`config.mk`:
```
export PLATFORM = sky130hd
export DESIGN_NAME = portb_change_detect
export DESIGN_NICKNAME = d
export VERILOG_FILES = /design/src/rtl/portb_change_detect.sv
export SDC_FILE = /design/constraint.sdc
export NUM_CORES = 1
export LEC_CHECK = 0
export BUFFER_PORTS_ARGS = -buffer_cell sky130_fd_sc_hd__buf_4
export CAP_MARGIN = 25
export CORE_MARGIN = 8
export CORE_UTILIZATION = 48
export DETAILED_ROUTE_END_ITERATION = 10
export PLACE_DENSITY = 0.78
export SLEW_MARGIN = 20
export SYNTH_ARGS = -nofsm -noshare
export SYNTH_HDL_FRONTEND = slang
export SYNTH_SLANG_ARGS = --single-unit
export TNS_END_PERCENT = 5
```
`constraint.sdc`:
```
create_clock -name clk -period 1.25 [get_ports clk]
set_input_delay 0.25 -clock clk [delete_from_list [all_inputs] [get_ports clk]]
set_output_delay 0.25 -clock clk [all_outputs]
set_load 0.02 [all_outputs]
```
`src/rtl/portb_change_detect.sv`:
```
// PORTB input-side reader: synchronises the raw pins, detects RB0/INT edges
// and RB7:RB4 interrupt-on-change mismatches, and holds INTF/RBIF until the
// core clears them through INTCON writes.
module portb_change_detect #(
    parameter int SYNC_STAGES = 2,
    parameter int WARMUP      = 3
) (
    input  logic       clk,
    input  logic       rst,
    input  logic [7:0] physical_in,
    input  logic [7:0] tris,
    input  logic       port_rd_en,
    input  logic       intedg,
    input  logic [1:0] flag_in,
    input  logic       flag_wr_en,
    output logic [7:0] pin_sync,
    output logic       intf,
    output logic       rbif
);

    logic [7:0] sync_q [SYNC_STAGES];
    logic [2:0] warm_cnt;
    logic       prev0;
    logic [3:0] chg_latch;
    logic       warming;
    logic       set_int;
    logic       set_rb;

    // RB3:RB1 direction bits have no role on the input/interrupt side.
    logic       unused_tris;
    assign unused_tris = ^tris[3:1];

    assign pin_sync = sync_q[SYNC_STAGES-1];

    // Multi-flop synchroniser per pin; reset discards any edge in flight.
    always_ff @(posedge clk) begin
        if (rst) begin
            for (int i = 0; i < SYNC_STAGES; i++) begin
                sync_q[i] <= 8'h00;
            end
        end else begin
            sync_q[0] <= physical_in;
            for (int i = 1; i < SYNC_STAGES; i++) begin
                sync_q[i] <= sync_q[i-1];
            end
        end
    end

    // Warm-up countdown; detection stays disabled until it reaches zero.
    always_ff @(posedge clk) begin
        if (rst) begin
            warm_cnt <= 3'(WARMUP);
        end else if (warm_cnt != 3'd0) begin
            warm_cnt <= warm_cnt - 3'd1;
        end
    end

    // Edge/mismatch detection from the synchronised pins and the stored history.
    always_comb begin
        warming = (warm_cnt != 3'd0);
        set_int = 1'b0;
        if (!warming && tris[0]) begin
            if (intedg) begin
                set_int = !prev0 && pin_sync[0];
            end else begin
                set_int = prev0 && !pin_sync[0];
            end
        end
        set_rb = !warming && (|(tris[7:4] & (pin_sync[7:4] ^ chg_latch)));
    end

    // RB0 history and the RB7:RB4 change latch; warm-up tracks the pins so
    // levels present at reset release never look like a change.
    always_ff @(posedge clk) begin
        if (rst) begin
            prev0     <= 1'b0;
            chg_latch <= 4'h0;
        end else begin
            prev0 <= pin_sync[0];
            if (warming || port_rd_en) begin
                chg_latch <= pin_sync[7:4];
            end
        end
    end

    // Sticky flags: hardware set beats a simultaneous software write.
    always_ff @(posedge clk) begin
        if (rst) begin
            intf <= 1'b0;
            rbif <= 1'b0;
        end else begin
            if (set_int) begin
                intf <= 1'b1;
            end else if (flag_wr_en) begin
                intf <= flag_in[0];
            end
            if (set_rb) begin
                rbif <= 1'b1;
            end else if (flag_wr_en) begin
                rbif <= flag_in[1];
            end
        end
    end

endmodule

```
# [Word-level counts from Yosys, hierarchy flattened]
# Memories as Yosys holds them, arrays and structs flattened.
# Cells that the tools add are included.
[classes] n_addsub=1 muxes=11 n_bitwise=4 n_reduce_logical=12
[op_table] operator="$mux W8" n=2
[op_table] operator="$mux W1" n=9
[op_table] operator="$and A4 B4 Y4" n=1
[op_table] operator="$logic_and A1 B1 Y1" n=4
[op_table] operator="$reduce_bool A2 Y1" n=2
[op_table] operator="$reduce_or A4 Y1" n=1
[op_table] operator="$xor A4 B4 Y4" n=1
[op_table] operator="$logic_not A1 Y1" n=3
[op_table] operator="$reduce_bool A3 Y1" n=1
[op_table] operator="$sub A3 B1 Y3 const B" n=1
[op_table] operator="$or A1 B1 Y1" n=2
[op_table] operator="$logic_or A1 B1 Y1" n=1
[word_totals] n_memories=1 in_bits=23 reg_bits=10 ramBits=16
[memory_table] memory="sync_q" depth=2 width=8 read_ports=2 rd_ports_with_merged_regs=0 wr=2 line_no="21" source="logic [7:0] sync_q [SYNC_STAGES];"

# [Longest topological paths before layout]
# Gate-level depths: netlist (run 1).
[logic_depth] word_depth=5 ltp_mapped=7 depth_no_buf=6

# [Worst setup path before layout (run 1)]
# No wires, ideal clock.
[synth_path] path_kind="register -> register" from="register warm_cnt[0]" to="register rbif" slack_ns=0.146 path_stages_with_launch=7 path_buffers=1 t_arrival_ns=1.038 t_required_ns=1.184 path_cell_list="dfxtp_1 -> inv_1 -> ha_1 -> nand2b_4 -> buf_4 -> a21o_1 -> a21oi_2"
[synth_between] elab_chain_cells=4
[synth_lines] item="start, declared" line_no="22" source="logic [2:0] warm_cnt;"
[synth_lines] item="start signal, assigned" line_no="52" source="warm_cnt <= 3'(WARMUP);"
[synth_lines] item="start signal, assigned" line_no="54" source="warm_cnt <= warm_cnt - 3'd1;"
[synth_lines] item="$reduce_bool A3 Y1 *" line_no="60" source="warming = (warm_cnt != 3'd0);"
[synth_lines] item="$logic_not A1 Y1 *" line_no="69" source="set_rb = !warming && (|(tris[7:4] & (pin_sync[7:4] ^ chg_latch)));"
[synth_lines] item="$logic_and A1 B1 Y1 *" line_no="69"
[synth_lines] item="$mux W1 or $reduce_bool A2 Y1 (tied branches)"
[synth_lines] item="end signal, assigned" line_no="100" source="rbif <= flag_in[1];"
[synth_lines] item="end, declared" line_no="18" source="output logic rbif"
# Every way passes the cells marked *; elsewhere a longest branch is shown, timed or not.
# A chain may end at the register's enable or synchronous reset.

# [Final worst setup path (run 1)]
[layout_path] from="register warm_cnt[0]" to="register warm_cnt[1]"
[layout_between] elab_chain_cells=1
[layout_lines] item="$sub A3 B1 Y3 or $reduce_bool A3 Y1 (tied branches)" line_no="54, 53"
# Several ways; a longest one is shown, not always the timed one.

==> impl_metrics.ini, run 1 <==
[run_status]
status = finished, final reports clean

[clock_tree]
clock_sinks = 26
cts_max_path_buffers = 2
clock_latency_ps = 310
cts_buffers = 3
ctsResizeCount = 0
root_buffer = clkbuf_4
clk_pin_slew_ps = 130
cts_hold_buffers = 0
cts_tree = yes
cts-htree-levels = 1
cts_setup_buffers = 0

[synth]
ys_warn_count = 0
syn_inst = 98
synth_area_per_cell_um2 = 10.1
synth-seq-cells = 26
yosysSeqAreaShare = 0.525
synth.net_count = 123
netlist_area_um2 = 991
synth.distinct_cells = 23

[finish]
area_growth_pct = 19.9
regArea_um2 = 520
antenna_cells = 0
nFillCells = 183
drive_gt1_frac = 0.294
multi_input_area_um2 = 379
layout.nets = 146

[setup_path]
worstSetupStartpoint = warm_cnt[0]$_SDFFE_PP1P_
cp_slowest_cell = dfxtp_1
slowest_delay_ps = 360
timing.rr.start = warm_cnt[0]$_SDFFE_PP1P_
start_kind = flip-flop
crit_fanout = 10
cp-end-kind = flip-flop
crit_chain = inv_1, ha_1, nand2b_4, nand2_1, o21ai_0, nand2b_1
crit_type = reg -> reg
required_ps = 1450
reg2reg_depth = 6
crit_arrival_ps = 1320

[global_route]
grt_pass1_wl_um = 2550
grt_pass1_vias = 624
grt_overflow_total = 0
grt_max_degree = 27
antenna_found_initial = 0
gr-usage-all-layers = 0.0910

[timing]
slew_headroom = 0.843
setup_ws_ps = 135
finalHoldViolCount = 0
setup_viol = 0
period_needed_ps = 1120
max_clock_freq_mhz = 897
fin_crit_sh = 0.892
finClkSkew_ps = 6.73
timing.hold.ws_ps = 142
fin_setup_tns_ps = 0
slew_violations = 0
rsz0062_at_grt = no
worst_pin_slew_ps = 236

[power_and_ir_drop]
power_density_mw_per_mm2 = 1230
vdd.ir_drop.worst_uv = 819
total_power_mw = 1.46
p_leak_nw = 0.564

[drt]
antenna_left = 0
wl_per_cell_um = 11.1
drt_first_pass_iters = 4
num_vias = 662
drc = 0
viasPerCell = 4.53
drt-initial-drc-count = 8
wl_um = 1630

[die]
die_x_um = 61.4
io_pins = 33
die_h_um = 61.4
start_util = 0.505
coreArea_mm2 = 0.00196
core.rowCount = 16
dieArea_mm2 = 0.00377

[placement]
port_buffers = 29
pre_cts_ws_ps = 146
gp_congestion = 0.738
hpwl_um = 1260

[min_path]
holdCritStartpoint = physical_in[0]
min_path_cells = 2
hp-class = in -> reg

[flow_run]
maxCapViolCount = 0
## layout by cell type (no fill, tap or decap)
cell type,n
nor3_1,1
nand2b_1,2
ha_1,2
nor2b_1,10
xor2_1,4
and2b_1,7
xnor2_1,1
a21oi_1,6
inv_1,4
o21ai_0,6
nand2_1,6
nand2b_4,1
nor2_1,3
nor3b_1,1
a22oi_1,2
nor2_4,1
clkbuf_4,3
a21o_1,1
dfxtp_1,26
buf_4,29
a21oi_2,1
mux2i_1,2
## per-stage QoR
stage | std cells | instance area [um^2] | utilization
after global routing | 146 | 1190 | 0.606
after detailed placement | 143 | 1170 | 0.594
after CTS | 146 | 1190 | 0.606
final | 146 | 1190 | 0.606
after global placement | 143 | 1170 | 0.594
after floorplan | 98 | 991 | -
## cell families (layout without fill, tap and decap cells)
family,after synthesis,in the layout,share of synthesized area
AO/OA/AOI/OAI,16,16,0.0922
XOR/XNOR,5,5,0.0442
adder cells (fa/ha/maj),2,2,0.0252
buffers and inverters,15,36,0.0922
flip-flops,26,26,0.525
multiplexers,2,2,0.0202
AND/OR/NAND/NOR,32,32,0.201
## power breakdown
part / internal (mW) / switching, mW / leakage (nW) / total [mW]
Clock: 0.112 / 0.216 / 0.0138 / 0.328
Combinational: 0.120 / 0.109 / 0.336 / 0.229
Sequential: 0.880 / 0.0250 / 0.214 / 0.905
Total: 1.11 / 0.350 / 0.564 / 1.46
## final cells by class
type                    instances  share of cell area
flip-flops and latches         26               0.438
multi-input cells              57               0.319
repair buffers                 29               0.183
well taps                      27              0.0284
clock buffers                   3              0.0189
inverters                       4              0.0126
## sequential cells by signal (all words and copies together), names as in the netlist
| name | count |
|---|---|
| rbif | 1 |
| intf | 1 |
| chg_latch | 4 |
| prev0 | 1 |
| warm_cnt | 3 |
| sync_q | 16 |
## worst max-delay path, delay by kind of cell (launching register included)
family	cells	cell delay (ps)
flops	1	360
buf+inv	1	60
compound gates	1	70
simple gates	3	290
fa+ha+maj	1	230
## cells in the mapped netlist
library cell | number | share of area
buf_4 | 9 | 0.068
nor3b_1 | 1 | 0.0076
nor2_1 | 3 | 0.011
inv_1 | 4 | 0.015
o21ai_0 | 6 | 0.030
ha_1 | 2 | 0.025
and2b_1 | 7 | 0.053
a22oi_1 | 2 | 0.015
a21oi_1 | 6 | 0.030
nand2_1 | 6 | 0.023
xor2_1 | 4 | 0.035
a21oi_2 | 1 | 0.0088
mux2i_1 | 2 | 0.020
nor2b_1 | 10 | 0.063
nor3_1 | 1 | 0.0050
nand2b_1 | 2 | 0.013
xnor2_1 | 1 | 0.0088
clkbuf_1 | 1 | 0.0038
nor2_4 | 1 | 0.011
buf_2 | 1 | 0.0050
dfxtp_1 | 26 | 0.53
nand2b_4 | 1 | 0.014
a21o_1 | 1 | 0.0076
## path summary, 6_finish.rpt
check | slack [ps] | endpoint
worst max-delay path | 130 | warm_cnt[1]$_SDFFE_PP1P_
worst min-delay path | 140 | sync_q[0][0]$_SDFF_PP0_
worst max register to register | 130 | warm_cnt[1]$_SDFFE_PP1P_
worst min register to register | 450 | sync_q[0][13]$_SDFF_PP0_
## metal layers
layer / up-vias / share of wire / track usage
met2: 21 / 0.47 / 0.137
met4: 0 / 0.0080 / 0.0487
met1: 289 / 0.44 / 0.104
met3: 2 / 0.082 / 0.0438
met5: - / 0 / 0
li1: 350 / - / -
(Power assumes the default switching activity.)
==> run 2, diff against run 1 <==
- GPL_TIMING_DRIVEN: not set -> 0
==> impl_metrics.ini, run 2 (synthesis gave the netlist of run 1 again) <==
[power_and_ir_drop]
power_density_mw_per_mm2 = 1210
vdd.ir_drop.worst_uv = 848
p_leak_nw = 0.625
total_power_mw = 1.58

[die]
core.rowCount = 16
io_pins = 33
dieArea_mm2 = 0.00377
coreArea_mm2 = 0.00196
die_h_um = 61.4
die_x_um = 61.4
start_util = 0.505

[setup_path]
endpoint = pin_sync[4]
crit_type = reg -> out
start_kind = flip-flop
worstSetupStartpoint = sync_q[0][12]$_SDFF_PP0_
reg2reg_slack_ps = 70
reg2reg_depth = 7
rr_endpoint = chg_latch[0]$_SDFFE_PP0P_
crit_fanout = 3
crit_arrival_ps = 940
timing.rr.start = warm_cnt[1]$_SDFFE_PP1P_
cp-end-kind = primary output
required_ps = 1000

[timing]
setup_viol = 0
period_needed_ps = 1190
slew_violations = 0
timing.hold.ws_ps = 133
slew_headroom = 0.762
rsz0062_at_grt = yes
fin_crit_sh = 0.954
finClkSkew_ps = 2.07
max_clock_freq_mhz = 838
worst_pin_slew_ps = 357
finalHoldViolCount = 0

[clock_tree]
root_buffer = clkbuf_4
cts_hold_buffers = 0
cts_max_path_buffers = 2
cts_tree = yes
clock_latency_ps = 300
cts-htree-levels = 1
clock_sinks = 26
cts_buffers = 3
clk_pin_slew_ps = 130

[finish]
largest_register_ffs = 16
layout_common_cells = buf_4 (39), dfxtp_1 (22), nor2b_1 (10), and2b_1 (7)
area_growth_pct = 31.6
drive_gt1_frac = 0.402
antenna_cells = 0
top_register = sync_q
largest_registers = sync_q: 16 flops, chg_latch: 4 flops, warm_cnt: 3 flops
layout.nets = 158
fin_cells = 159
final_common_cell = buf_4

[min_path]
min_path_cells = 2
hp-class = in -> reg

[drt]
wl_um = 1670
drt_first_pass_iters = 3
antenna_left = 0
drc = 0
num_vias = 698
wl_per_cell_um = 10.5
drt-initial-drc-count = 5
viasPerCell = 4.39

[global_route]
grt_pass1_wl_um = 2690
grt_overflow_total = 0
grt_max_degree = 15
gr-usage-all-layers = 0.0974
grt_busiest_layer = met2
grt_pass1_vias = 649
grtUsageMet2 = 0.158
grt_use_met1 = 0.101
grt_util_met3 = 0.0564
antenna_found_initial = 0

[placement]
gp_congestion = 0.758
hpwl_um = 1300
port_buffers = 29
place_inst = 154

[flow_run]
maxCapViolCount = 0

[run_status]
status = finished, final reports clean
[run 2: layer usage]
layer	vias to the layer above	part of all wire
met5	-	0
met4	0	0.0090
met3	2	0.084
met2	20	0.49
met1	305	0.41
li1	371	-
[run 2: repair_timing]
action	4_1_cts	5_1_grt
endpoints found under the setup margin	0	11
gates resized for setup	0	8
buffers inserted	0	1
[run 2: cell type report]
cell class | count | area (um^2)
buffer | 11 | 76.3
timing repair buffer | 30 | 225
inverter | 4 | 15.0
multi-input combinational | 57 | 392
sequential | 26 | 526
tap | 27 | 33.8
fill | 174 | 658
clock buffer | 4 | 36.3
[run 2: metrics by stage]
stage / utilization / worst slack (ps) / cell area [um^2] / TNS, ps
global route: 0.665 / -18.0 / 1300 / -22.4
floorplan: - / 146 / 991 / 0
global placement: 0.633 / 82.6 / 1240 / 0
detailed placement: 0.633 / 64.2 / 1240 / 0
finish: 0.665 / 57.0 / 1300 / 0
CTS: 0.652 / 30.6 / 1280 / 0
[run 2: worst min-delay path by stage]
| stage | startpoint | to | slack [ps] |
|---|---|---|---|
| 6_report | rst | sync_q[0][6]$_SDFF_PP0_ | 130 |
| 5_1_grt | rst | sync_q[0][4]$_SDFF_PP0_ | 120 |
| 4_1_cts | rst | sync_q[0][6]$_SDFF_PP0_ | 120 |
| 3_5_place_dp | sync_q[0][6]$_SDFF_PP0_ | sync_q[0][14]$_SDFF_PP0_ | 420 |
| 3_3_place_gp | sync_q[0][2]$_SDFF_PP0_ | sync_q[0][10]$_SDFF_PP0_ | 410 |
| 2_1_floorplan | rst | sync_q[0][2]$_SDFF_PP0_ | 320 |
[run 2: critical path, stage by stage, from the launching register on]
cell and delay (ps):
dfxtp_1 390, buf_4 120, buf_4 120
[run 2: report_power, final]
part / leakage [nW] / total (mW) / switching, mW / internal [mW]
clock: 0.0210 / 0.398 / 0.221 / 0.178
sequential: 0.215 / 0.906 / 0.0243 / 0.882
combinational: 0.388 / 0.273 / 0.121 / 0.153
total: 0.625 / 1.58 / 0.366 / 1.21
